**config.mk**
```make
export PLATFORM = sky130hd
export DESIGN_NAME = shift_reg_ctrl
export DESIGN_NICKNAME = d
export VERILOG_FILES = /design/src/rtl/shift_reg_ctrl.sv
export SDC_FILE = /design/constraint.sdc
export NUM_CORES = 1
export LEC_CHECK = 0
export CAP_MARGIN = 20
export CELL_PAD_IN_SITES_DETAIL_PLACEMENT = 1
export CELL_PAD_IN_SITES_GLOBAL_PLACEMENT = 1
export CORE_MARGIN = 2
export CORE_UTILIZATION = 25
export DETAILED_ROUTE_END_ITERATION = 10
export GPL_ROUTABILITY_DRIVEN = 0
export PLACE_DENSITY = 0.7
export SYNTH_ARGS = -nofsm -noshare
export SYNTH_HDL_FRONTEND = slang
export SYNTH_SLANG_ARGS = --single-unit
```
**constraint.sdc**
```tcl
create_clock -name clk -period 1.8 [get_ports clk]
set_input_delay 0.54 -clock clk [delete_from_list [all_inputs] [get_ports clk]]
set_output_delay 0.54 -clock clk [all_outputs]
set_load 0.005 [all_outputs]
```
**src/rtl/shift_reg_ctrl.sv**
```systemverilog
// Sequencer that drives a mode-controlled shift register for a full-duplex serial word exchange.
// Optional abort input is enabled by defining SHIFT_REG_CTRL_ABORT_EN.
module shift_reg_ctrl #(
    parameter int WIDTH = 8,
    parameter int DIV   = 1
) (
    input  logic             clk,
    input  logic             nrst,
    input  logic             start_i,
    input  logic             dir_i,
    input  logic [WIDTH-1:0] tx_data_i,
`ifdef SHIFT_REG_CTRL_ABORT_EN
    input  logic             abort_i,
`endif
    output logic             ready_o,
    output logic             busy_o,
    output logic             sout_o,
    input  logic             sin_i,
    output logic [WIDTH-1:0] rx_data_o,
    output logic             rx_valid_o,
    output logic [1:0]       sr_mode_o,
    output logic [WIDTH-1:0] sr_par_o,
    output logic             sr_D_o,
    input  logic [WIDTH-1:0] sr_P_i
);

    localparam int DW = (DIV > 1) ? $clog2(DIV) : 1;
    localparam int BW = $clog2(WIDTH + 1);
    localparam logic [DW-1:0] DIV_LAST = DW'(DIV - 1);
    localparam logic [BW-1:0] BIT_LAST = BW'(WIDTH - 1);

    localparam logic [1:0] M_HOLD = 2'd0;
    localparam logic [1:0] M_LOAD = 2'd1;
    localparam logic [1:0] M_SHL  = 2'd2;
    localparam logic [1:0] M_SHR  = 2'd3;

    typedef enum logic [1:0] {
        S_IDLE  = 2'd0,
        S_LOAD  = 2'd1,
        S_SHIFT = 2'd2,
        S_DONE  = 2'd3
    } state_t;

    state_t           state_q;
    logic             ready_q;
    logic             dir_q;
    logic [WIDTH-1:0] tx_q;
    logic [WIDTH-1:0] rx_data_q;
    logic             rx_valid_q;
    logic [1:0]       mode_q;
    logic [DW-1:0]    div_q;
    logic [DW-1:0]    div_d;
    logic [BW-1:0]    bit_q;
    logic             div_wrap_s;
    logic             abort_s;

    // The mode register is loaded one edge early, so it reflects the cycle whose divider value is div.
    function automatic logic [1:0] shift_cmd(input logic [DW-1:0] div, input logic dir);
        if (div == DIV_LAST) begin
            return dir ? M_SHR : M_SHL;
        end else begin
            return M_HOLD;
        end
    endfunction

`ifdef SHIFT_REG_CTRL_ABORT_EN
    assign abort_s = abort_i;
`else
    assign abort_s = 1'b0;
`endif

    // Divider next value: count 0..DIV-1 and wrap.
    always_comb begin
        div_wrap_s = (div_q == DIV_LAST);
        if (div_wrap_s) begin
            div_d = '0;
        end else begin
            div_d = DW'(div_q + DW'(1));
        end
    end

    // Transfer sequencer with registered mode, handshake and receive outputs.
    always_ff @(posedge clk or negedge nrst) begin
        if (!nrst) begin
            state_q    <= S_IDLE;
            ready_q    <= 1'b1;
            dir_q      <= 1'b0;
            tx_q       <= '0;
            rx_data_q  <= '0;
            rx_valid_q <= 1'b0;
            mode_q     <= M_HOLD;
            div_q      <= '0;
            bit_q      <= '0;
        end else begin
            rx_valid_q <= 1'b0;
            if (abort_s && (state_q != S_IDLE)) begin
                state_q <= S_IDLE;
                ready_q <= 1'b1;
                mode_q  <= M_HOLD;
            end else begin
                case (state_q)
                    S_IDLE: begin
                        if (start_i) begin
                            tx_q    <= tx_data_i;
                            dir_q   <= dir_i;
                            state_q <= S_LOAD;
                            ready_q <= 1'b0;
                            mode_q  <= M_LOAD;
                        end
                    end
                    S_LOAD: begin
                        bit_q   <= '0;
                        div_q   <= '0;
                        state_q <= S_SHIFT;
                        mode_q  <= shift_cmd('0, dir_q);
                    end
                    S_SHIFT: begin
                        div_q <= div_d;
                        if (div_wrap_s) begin
                            bit_q <= BW'(bit_q + BW'(1));
                        end
                        if (div_wrap_s && (bit_q == BIT_LAST)) begin
                            state_q <= S_DONE;
                            mode_q  <= M_HOLD;
                        end else begin
                            mode_q  <= shift_cmd(div_d, dir_q);
                        end
                    end
                    S_DONE: begin
                        rx_data_q  <= sr_P_i;
                        rx_valid_q <= 1'b1;
                        state_q    <= S_IDLE;
                        ready_q    <= 1'b1;
                        mode_q     <= M_HOLD;
                    end
                    default: begin
                        state_q <= S_IDLE;
                        ready_q <= 1'b1;
                        mode_q  <= M_HOLD;
                    end
                endcase
            end
        end
    end

    assign ready_o    = ready_q;
    assign busy_o     = ~ready_q;
    assign sout_o     = dir_q ? sr_P_i[0] : sr_P_i[WIDTH-1];
    assign rx_data_o  = rx_data_q;
    assign rx_valid_o = rx_valid_q;
    assign sr_mode_o  = mode_q;
    assign sr_par_o   = tx_q;
    assign sr_D_o     = sin_i;

endmodule

```
### After elaboration in Yosys (flattened, before gate mapping)

Cells that the tools add are included.

* bits in registers: 28
* bits of input ports: 21
* output and inout port bits: 23
* word-level logic and storage cells: 43

* add/subtract/negate cells: 2
* equality and inequality tests: 7
* multiplexer cells: 15
* bitwise logic cells: 2
* reductions and logical operators: 8

Operator list (number)
* $pmux 2 s4: 2
* $mux 2: 4
* $pmux 4 s2: 1
* $reduce_and 2->1: 4
* $ne 2x2->1 const B: 3
* $mux 1: 5
* $add 4x1->4 const B: 1
* $eq 2x2->1 const B: 2
* $eq 4x3->1 const B: 1
* $mux 4: 1
* $pmux 1 s2: 2
* $reduce_bool 2->1: 2
* $eq 2x1->1 const B: 1
* $logic_not 2->1: 1
* $not 1->1: 2
* $add 1x1->1 const B: 1
* $logic_and 1x1->1: 1

### Longest topological paths before layout

Gate-level depths: netlist of the first run.

* depth after elaboration: 5
* depth in mapped cells: 5
* gate-level depth less buffers: 5

### Least setup slack after synthesis of the first run

No wires, ideal clock.

* kind: reg2reg
* start: register state_q[0]
* end: register mode_q[0] (netlist: sr_mode_o[0])
* setup time: 131 ps
* data arrival time: 1255 ps
* required time: 1669 ps
* path slack: 414 ps
* stages on the path, launching flop included: 6
* buffers on the path: 0
* clock period less this slack: 1386 ps
* cell sequence: dfrtp_1 -> inv_1 -> ha_1 -> nor2b_2 -> a2111oi_2 -> nor3_1

* longest elaborated chain between the ends: 2
* elaborated cells between the ends (all ways): 6
* those cells by class: eq/ne (4); mux (1); reduce/logical (1)

RTL lines
* start, declared: RTL line 44 `state_t state_q;`
* start signal, assigned: RTL line 85 `state_q <= S_IDLE;`
* start signal, assigned: RTL line 97 `state_q <= S_IDLE;`
* start signal, assigned: RTL line 106 `state_q <= S_LOAD;`
* $eq 2x2->1 (tied with other cells): RTL line 101 `case (state_q)`
* $pmux 2 s4 / $ne 2x2->1 (equally long branches)
* end signal, assigned: RTL line 115 `mode_q <= shift_cmd('0, dir_q);`
* end signal, assigned: RTL line 126 `mode_q <= shift_cmd(div_d, dir_q);`
* end, declared: RTL line 50 `logic [1:0] mode_q;`

Parallel ways exist; a longest one is shown, timed or not.
A chain may end at the register's enable or synchronous reset.

### Worst setup path in the final report of the first run

* start: input sr_P_i[7]
* end: output sout_o

* longest elaborated chain between the ends: 1

RTL lines
* start, declared: RTL line 24 `input logic [WIDTH-1:0] sr_P_i`
* $mux 1: RTL line 148 `assign sout_o = dir_q ? sr_P_i[0] : sr_P_i[WIDTH-1];`
* end, declared: RTL line 17 `output logic sout_o,`

Every way passes these cells.

==> out/results.ini, run 1 <==
[clocking]
tritoncts_clock_tree=built
cts-root-buf=sky130_fd_sc_hd__clkbuf_8
tritoncts.num_buffers=3
cts.clk_slew.worst_paths_ns=0.09
ctsLongestPathBuffers=2
clock_latency_ns=0.27
clock_sinks=27
level_count_of_the_clock_h_tree=1
post_cts_hold_buffer_count=0

[sta]
timing_max_transition_violations_final=0
tightest_slew_ns=0.490
final.period_utilization_pct=94.6
setup_total_negative_slack_ns=0
fin_hold_ws_ns=0.497
timing.final.ws_setup_ns=0.0974
max-slew-margin-rel_pct=67.3
timing.final.hold_violations=0
finalClockSkew_ns=0.00177
achievable-frequency_mhz=587
layout_min_cycle_time_ns=1.70
setup_viol=0
setup_repair_after_global_routing_missed_its_margin=false

[global_route]
grt_use_met2_pct=22.5
global_route.usage.total_pct=12.0
gr-usage-met1_pct=12.6
grt_util_met3_pct=2.35
grt.busiest_layer=met2
grt_max_degree=28
first_global_vias=993
antenna_found_initial=0
grt_pass1_wl_mm=4.81
overflow=0

[synth]
synth_cells=89
synth.yosys.seq_area_share_pct=57.2
ys_top_cells_by_area=sky130_fd_sc_hd__dfrtp_1 (55%), sky130_fd_sc_hd__mux2_2 (17%), sky130_fd_sc_hd__ha_1 (6.3%)
synth_warnings=0
ys_types=24
synth-seq-cells=27
synthDominantAreaCellType=sky130_fd_sc_hd__dfrtp_1
post_synth.cell_area_avg_sq_um=13.3
synthesis.area_sq_um=1180
synth.top_cell.area_share_pct=55.0
synthesis.nets=116

[worst_setup_path]
critical_path.reg2reg.startpoint=state_q[1]
critical_path.max_fanout=2
r2r_end=state_q[0]
crit_required_ns=1.26
worst_setup_path_start=sr_P_i[7]
r2r_cells=5
cp_cell_sequence=dlygate4sd2_1, mux2_4, buf_2
crit_path_max_incr_delay_ns=0.26
crit_path_end_kind=output pin
critPathLaunchType=primary input
cpMaxStageDelayCell=sky130_fd_sc_hd__mux2_4
critical_path_data_arrival_time_ns=1.16
path_class=in -> out
slack_of_the_worst_reg_to_reg_path_ns=0.24

[min_path]
timing.hold.worst_path_depth=2
hold_end=sr_mode_o[1]
hold_class=reg -> reg
holdCritStartpoint=sr_mode_o[1]

[power_and_ir_drop]
combPwrFrac_pct=49.3
cellPowerDensity_nw_per_um2=1640
pwr-share-clk_pct=12.1
switching_power_mw=0.908
peakVddDrop_mv=0.565
power_switching_share_pct=32.1
total_leakage_power_nw=0.739
seq_power_share_pct=38.6
intPower_mw=1.92

[die]
initial_utilization_pct=25.6
core_area_sq_um=4630
row_count=25
num_io_pins=44
die_w_um=72.8
fp.dieH_um=72.8
fp.dieArea_sq_um=5300

[run_status]
run_status=finished, final reports clean

[final_layout]
multi_input_area_sq_um=468
fin_nets=162
seqCellArea_sq_um=677
final_core_utilization_pct=37.2
filler_cell_count=499
num_antenna_cells=0
flow.area_growth_from_synthesis_pct=45.3
final_design_area_no_fill_sq_um=1720
drive_above_1_share_pct=23.1

[placement]
dp_hpwl_mm=2.13
post_place_setup_slack_ns=-0.413
detailed_place.area_sq_um=1670
numPortBuffers=41

[routing]
vias_per_cell=4.57
detailroute.via_count=860
route.antenna.remaining_nets=0
drt_first_iter_violations=27
drt-wirelength-per-cell_um=14.9
firstDrtPassIters=3
number_of_design_rule_violations_left_after_detail_routing=0
detail_route.wirelength_mm=2.80

[run]
maxCapViolCount=0

## synthesized netlist by cell type
| library cell | n |
|---|---|
| sky130_fd_sc_hd__nand3b_1 | 1 |
| sky130_fd_sc_hd__o21ai_0 | 3 |
| sky130_fd_sc_hd__inv_1 | 7 |
| sky130_fd_sc_hd__a2111oi_2 | 1 |
| sky130_fd_sc_hd__dfrtp_1 | 26 |
| sky130_fd_sc_hd__nor2_1 | 1 |
| sky130_fd_sc_hd__buf_4 | 1 |
| sky130_fd_sc_hd__a22o_2 | 1 |
| sky130_fd_sc_hd__buf_2 | 1 |
| sky130_fd_sc_hd__o221ai_1 | 1 |
| sky130_fd_sc_hd__nor3_1 | 2 |
| sky130_fd_sc_hd__nand2_2 | 1 |
| sky130_fd_sc_hd__clkbuf_1 | 1 |
| sky130_fd_sc_hd__nand2_1 | 2 |
| sky130_fd_sc_hd__a31oi_1 | 1 |
| sky130_fd_sc_hd__nand3_1 | 5 |
| sky130_fd_sc_hd__mux2_2 | 18 |
| sky130_fd_sc_hd__o32a_1 | 1 |
| sky130_fd_sc_hd__mux2i_1 | 3 |
| sky130_fd_sc_hd__nor2b_1 | 2 |
| sky130_fd_sc_hd__nor2b_2 | 1 |
| sky130_fd_sc_hd__ha_1 | 6 |
| sky130_fd_sc_hd__a21oi_1 | 2 |
| sky130_fd_sc_hd__dfstp_2 | 1 |
## flip-flops by register name, indices dropped and copies added (netlist names)
name and cells:
bit_q 4, dir_q 1, ready_o 1, rx_data_o 8, rx_valid_o 1, sr_mode_o 2
sr_par_o 8, state_q 2
## placed cells by master (no fill, tap or decap), drive strengths merged
cell type / synthesis / layout
nor3: 2 / 2
ha: 6 / 6
clkdlybuf4s50: 0 / 36
nand3b: 1 / 1
nor2b: 3 / 3
nand3: 5 / 5
dlygate4sd2: 0 / 4
dfrtp: 26 / 26
a22o: 1 / 1
clkbuf: 1 / 3
a21oi: 2 / 2
buf: 2 / 4
mux2i: 3 / 3
nor2: 1 / 1
dfstp: 1 / 1
mux2: 18 / 18
o32a: 1 / 1
nand2: 3 / 3
a31oi: 1 / 1
clkinv: 0 / 1
o21ai: 3 / 3
inv: 7 / 7
a2111oi: 1 / 1
o221ai: 1 / 1
## cell type report
type	instances	share of cell area, %
multi-input combinational	52	27.2
sequential	27	39.3
inverter	7	1.53
clock inverter	1	0.291
clock buffer	3	2.40
timing repair buffer	44	25.3
tap	54	3.93
## through the flow
| step | total power [mW] | std cells |
|---|---|---|
| 3_5_place_dp | 2.52 | 182 |
| 2_1_floorplan | 1.76 | 89 |
| 3_3_place_gp | 2.41 | 182 |
| 5_1_grt | 3.09 | 188 |
| 6_report | 2.83 | 188 |
| 4_1_cts | 2.89 | 188 |
## per-layer routing
| layer | wire [um] | vias up | share of wire (%) |
|---|---|---|---|
| met5 | 0 | - | 0 |
| met4 | 65 | 0 | 2.3 |
| met3 | 133 | 4 | 4.7 |
| met2 | 1550 | 30 | 55 |
| met1 | 1060 | 429 | 38 |
| li1 | - | 397 | - |
## logic make-up (layout without fill, tap and decap cells)
| logic type | count (synthesis) | after routing | share of synthesized area (%) |
|---|---|---|---|
| flip-flops | 27 | 27 | 57.2 |
| multiplexers | 21 | 21 | 19.7 |
| AND/OR/NAND/NOR | 15 | 15 | 6.87 |
| AO/OA/AOI/OAI | 10 | 10 | 6.34 |
| buffers and inverters | 10 | 55 | 3.59 |
| adder cells (fa/ha/maj) | 6 | 6 | 6.34 |
## power groups by stage
stage / Sequential (mW) / Combinational, mW / Clock, mW
after global routing: 1.15 / 1.55 / 0.388
final: 1.09 / 1.40 / 0.343
after CTS: 1.10 / 1.43 / 0.363
after detailed placement: 1.11 / 1.41 / 0
after floorplan: 1.09 / 0.672 / 0
after global placement: 1.08 / 1.34 / 0
## timing repair
action | in CTS | in global routing
buffers inserted | 2 | 0
gates resized for setup | 7 | 2
setup endpoints to repair | 3 | 1
## how the worst max path moves through the flow
stage                   endpoint  slack (ns)  cells past startpoint
global placement          sout_o       -0.39                      3
floorplan           sr_mode_o[0]        0.41                      5
finish                    sout_o         0.1                      3
global route         sr_par_o[4]        0.04                      1
detailed placement        sout_o       -0.41                      3
CTS                       sout_o        0.01                      2
## critical path: cells and delay by family
kind | cells | cell delay, ns
muxes | 1 | 0.26
buffers and inverters | 2 | 0.36
Note: power is estimated with default switching activity, not from simulation.
==> run 2, diff against run 1 <==
--- a/config.mk
+++ b/config.mk
@@ -12,7 +12,7 @@
 export CORE_UTILIZATION = 25
 export DETAILED_ROUTE_END_ITERATION = 10
 export GPL_ROUTABILITY_DRIVEN = 0
-export PLACE_DENSITY = 0.7
+export PLACE_DENSITY_LB_ADDON = 0.1
 export SYNTH_ARGS = -nofsm -noshare
 export SYNTH_HDL_FRONTEND = slang
 export SYNTH_SLANG_ARGS = --single-unit
==> run 2 against run 1 <==
  * Fmax up 0.29%
  * Highest routed layer unchanged
  * Sequential cell count did not move
  * Critical path depth unchanged
  * Clock-buffer cell count is 1 higher
  * Critical endpoint unchanged
  * Worst setup slack better by 0.0049 ns
==> out/results.ini, run 2 (synthesized netlist as in run 1, its figures left out) <==
[run_status]
run_status=finished, final reports clean

[final_layout]
fin_nets=162  ; unchanged
filler_cell_count=511  ; +2.4%
layout_common_cells=sky130_fd_sc_hd__clkdlybuf4s50_1 (36), sky130_fd_sc_hd__dfrtp_1 (26), sky130_fd_sc_hd__mux2_2 (18)
final-instance-count-excl-fill=188  ; unchanged
flow.area_growth_from_synthesis_pct=44.9
drive_above_1_share_pct=22.4  ; -0.75 points
layout.cells.most_common=sky130_fd_sc_hd__clkdlybuf4s50_1
num_antenna_cells=0  ; unchanged

[placement]
placed_cells=184  ; +1.1%
post_place_setup_slack_ns=-0.410  ; +0.00246 ns
numPortBuffers=41  ; unchanged
dp_hpwl_mm=1.96  ; -8.2%

[routing]
route.antenna.remaining_nets=0  ; unchanged
vias_per_cell=4.58  ; +0.12%
drt-wirelength-per-cell_um=13.9  ; -6.9%
detail_route.wirelength_mm=2.61  ; -6.9%
firstDrtPassIters=2  ; -1
number_of_design_rule_violations_left_after_detail_routing=0  ; unchanged
detailroute.via_count=861  ; +0.12%
drt_first_iter_violations=12  ; -56%

[clocking]
ctsResizeCount=8  ; +1
clock_latency_ns=0.28  ; about the same
ctsLongestPathBuffers=2  ; unchanged
tritoncts.num_buffers=3  ; unchanged
cts.clk_slew.worst_paths_ns=0.09  ; about the same
clock_sinks=27  ; unchanged
cts-root-buf=sky130_fd_sc_hd__clkbuf_8
level_count_of_the_clock_h_tree=1  ; unchanged
tritoncts_clock_tree=built
post_cts_hold_buffer_count=0  ; unchanged
postCtsSetupRepairBufs=0  ; -2

[power_and_ir_drop]
intPower_mw=1.90  ; -0.89%
total_leakage_power_nw=0.732  ; -0.90%
pwr-share-clk_pct=12.6  ; +0.5 points
combPwrFrac_pct=48.6  ; -0.7 points
seq_power_share_pct=38.9  ; +0.3 points
power_switching_share_pct=31.4  ; -0.68 points
switching_power_mw=0.873  ; -3.9%
peakVddDrop_mv=0.519  ; -8.1%
cellPowerDensity_nw_per_um2=1620  ; -1.6%

[die]
fp.dieArea_sq_um=5300  ; unchanged
initial_utilization_pct=25.6  ; unchanged
num_io_pins=44  ; unchanged
die_w_um=72.8  ; unchanged
core_area_sq_um=4630  ; unchanged
row_count=25  ; unchanged
fp.dieH_um=72.8  ; unchanged

[global_route]
global_route.usage.total_pct=10.9  ; -1.2 points
antenna_found_initial=0  ; unchanged
overflow=0  ; unchanged
first_global_vias=912  ; -8.2%
grt_max_degree=28  ; unchanged
grt_pass1_wl_mm=4.35  ; -9.6%

[sta]
layout_min_cycle_time_ns=1.70  ; -0.00491 ns
fin_hold_ws_ns=0.496  ; -0.00148 ns
tightest_slew_ns=0.352  ; -0.138 ns
setup_repair_after_global_routing_missed_its_margin=false
timing.final.hold_violations=0  ; unchanged
achievable-frequency_mhz=589  ; +0.29%
finalClockSkew_ns=0.00452  ; +0.00275 ns
timing.final.ws_setup_ns=0.102  ; +0.00491 ns
setup_viol=0  ; unchanged
timing_max_transition_violations_final=0  ; unchanged
final.period_utilization_pct=94.3  ; -0.27 points
max-slew-margin-rel_pct=76.6  ; +9.2 points

[worst_setup_path]
crit_path_end_kind=output pin
critical_path_data_arrival_time_ns=1.16  ; about the same
path_class=in -> out
critical_path.max_fanout=2  ; unchanged
critPathLaunchType=primary input
crit_required_ns=1.26  ; about the same
slack_of_the_worst_reg_to_reg_path_ns=0.26  ; +0.02 ns

[run]
maxCapViolCount=0  ; unchanged

[min_path]
hold_class=reg -> reg

-- run 2: cell types whose count changed in the layout (fill, tap and decap cells not counted), sizes merged --
cell    change
clkbuf      +1
clkinv      -1
-- run 2: worst paths after layout --
check,start,to,depth (start not counted)
max,sr_P_i[7],sout_o,3
min,sr_mode_o[1],sr_mode_o[1],2
max reg2reg,state_q[1],state_q[0],5
min reg2reg,sr_mode_o[1],sr_mode_o[1],2
max in group asynchronous,nrst,ready_o,2
min in group asynchronous,nrst,rx_data_o[1],2
-- run 2: layout make-up --
cell class	count	area (sq um)	share of cell area, %
flip-flops and latches	27	677	39.5
multi-input cells	52	464	27.1
repair buffers	44	435	25.4
well taps	54	67.6	3.94
clock buffers	4	45.0	2.63
inverters	7	26.3	1.53
-- run 2: metrics by stage --
stage	total power, mW	cell area (sq um)	setup TNS, ns	utilization (%)
2_1_floorplan	1.76	1180	0	-
3_3_place_gp	2.46	1680	-0.390	36.3
3_5_place_dp	2.51	1680	-0.410	36.3
4_1_cts	2.85	1720	0	37.1
5_1_grt	3.02	1720	0	37.1
6_report	2.78	1720	0	37.1
-- run 2: routing by layer --
metal  track usage [%]  wire length, um  up-vias
li1                  -                -      396
met1              12.5             1090      429
met2              18.4             1310       31
met3              3.04              155        5
met4              5.56               55        0
met5                 0                0        -
-- run 2: critical path: stages --
cell	delay, ns
sky130_fd_sc_hd__dlygate4sd2_1	0.24
sky130_fd_sc_hd__mux2_2	0.25
sky130_fd_sc_hd__buf_2	0.13
-- run 2: power groups by stage --
stage | Combinational, mW | Sequential, mW | Clock, mW
2_1_floorplan | 0.672 | 1.09 | 0
3_3_place_gp | 1.37 | 1.08 | 0
3_5_place_dp | 1.41 | 1.10 | 0
4_1_cts | 1.39 | 1.09 | 0.375
5_1_grt | 1.49 | 1.13 | 0.397
6_report | 1.35 | 1.08 | 0.349
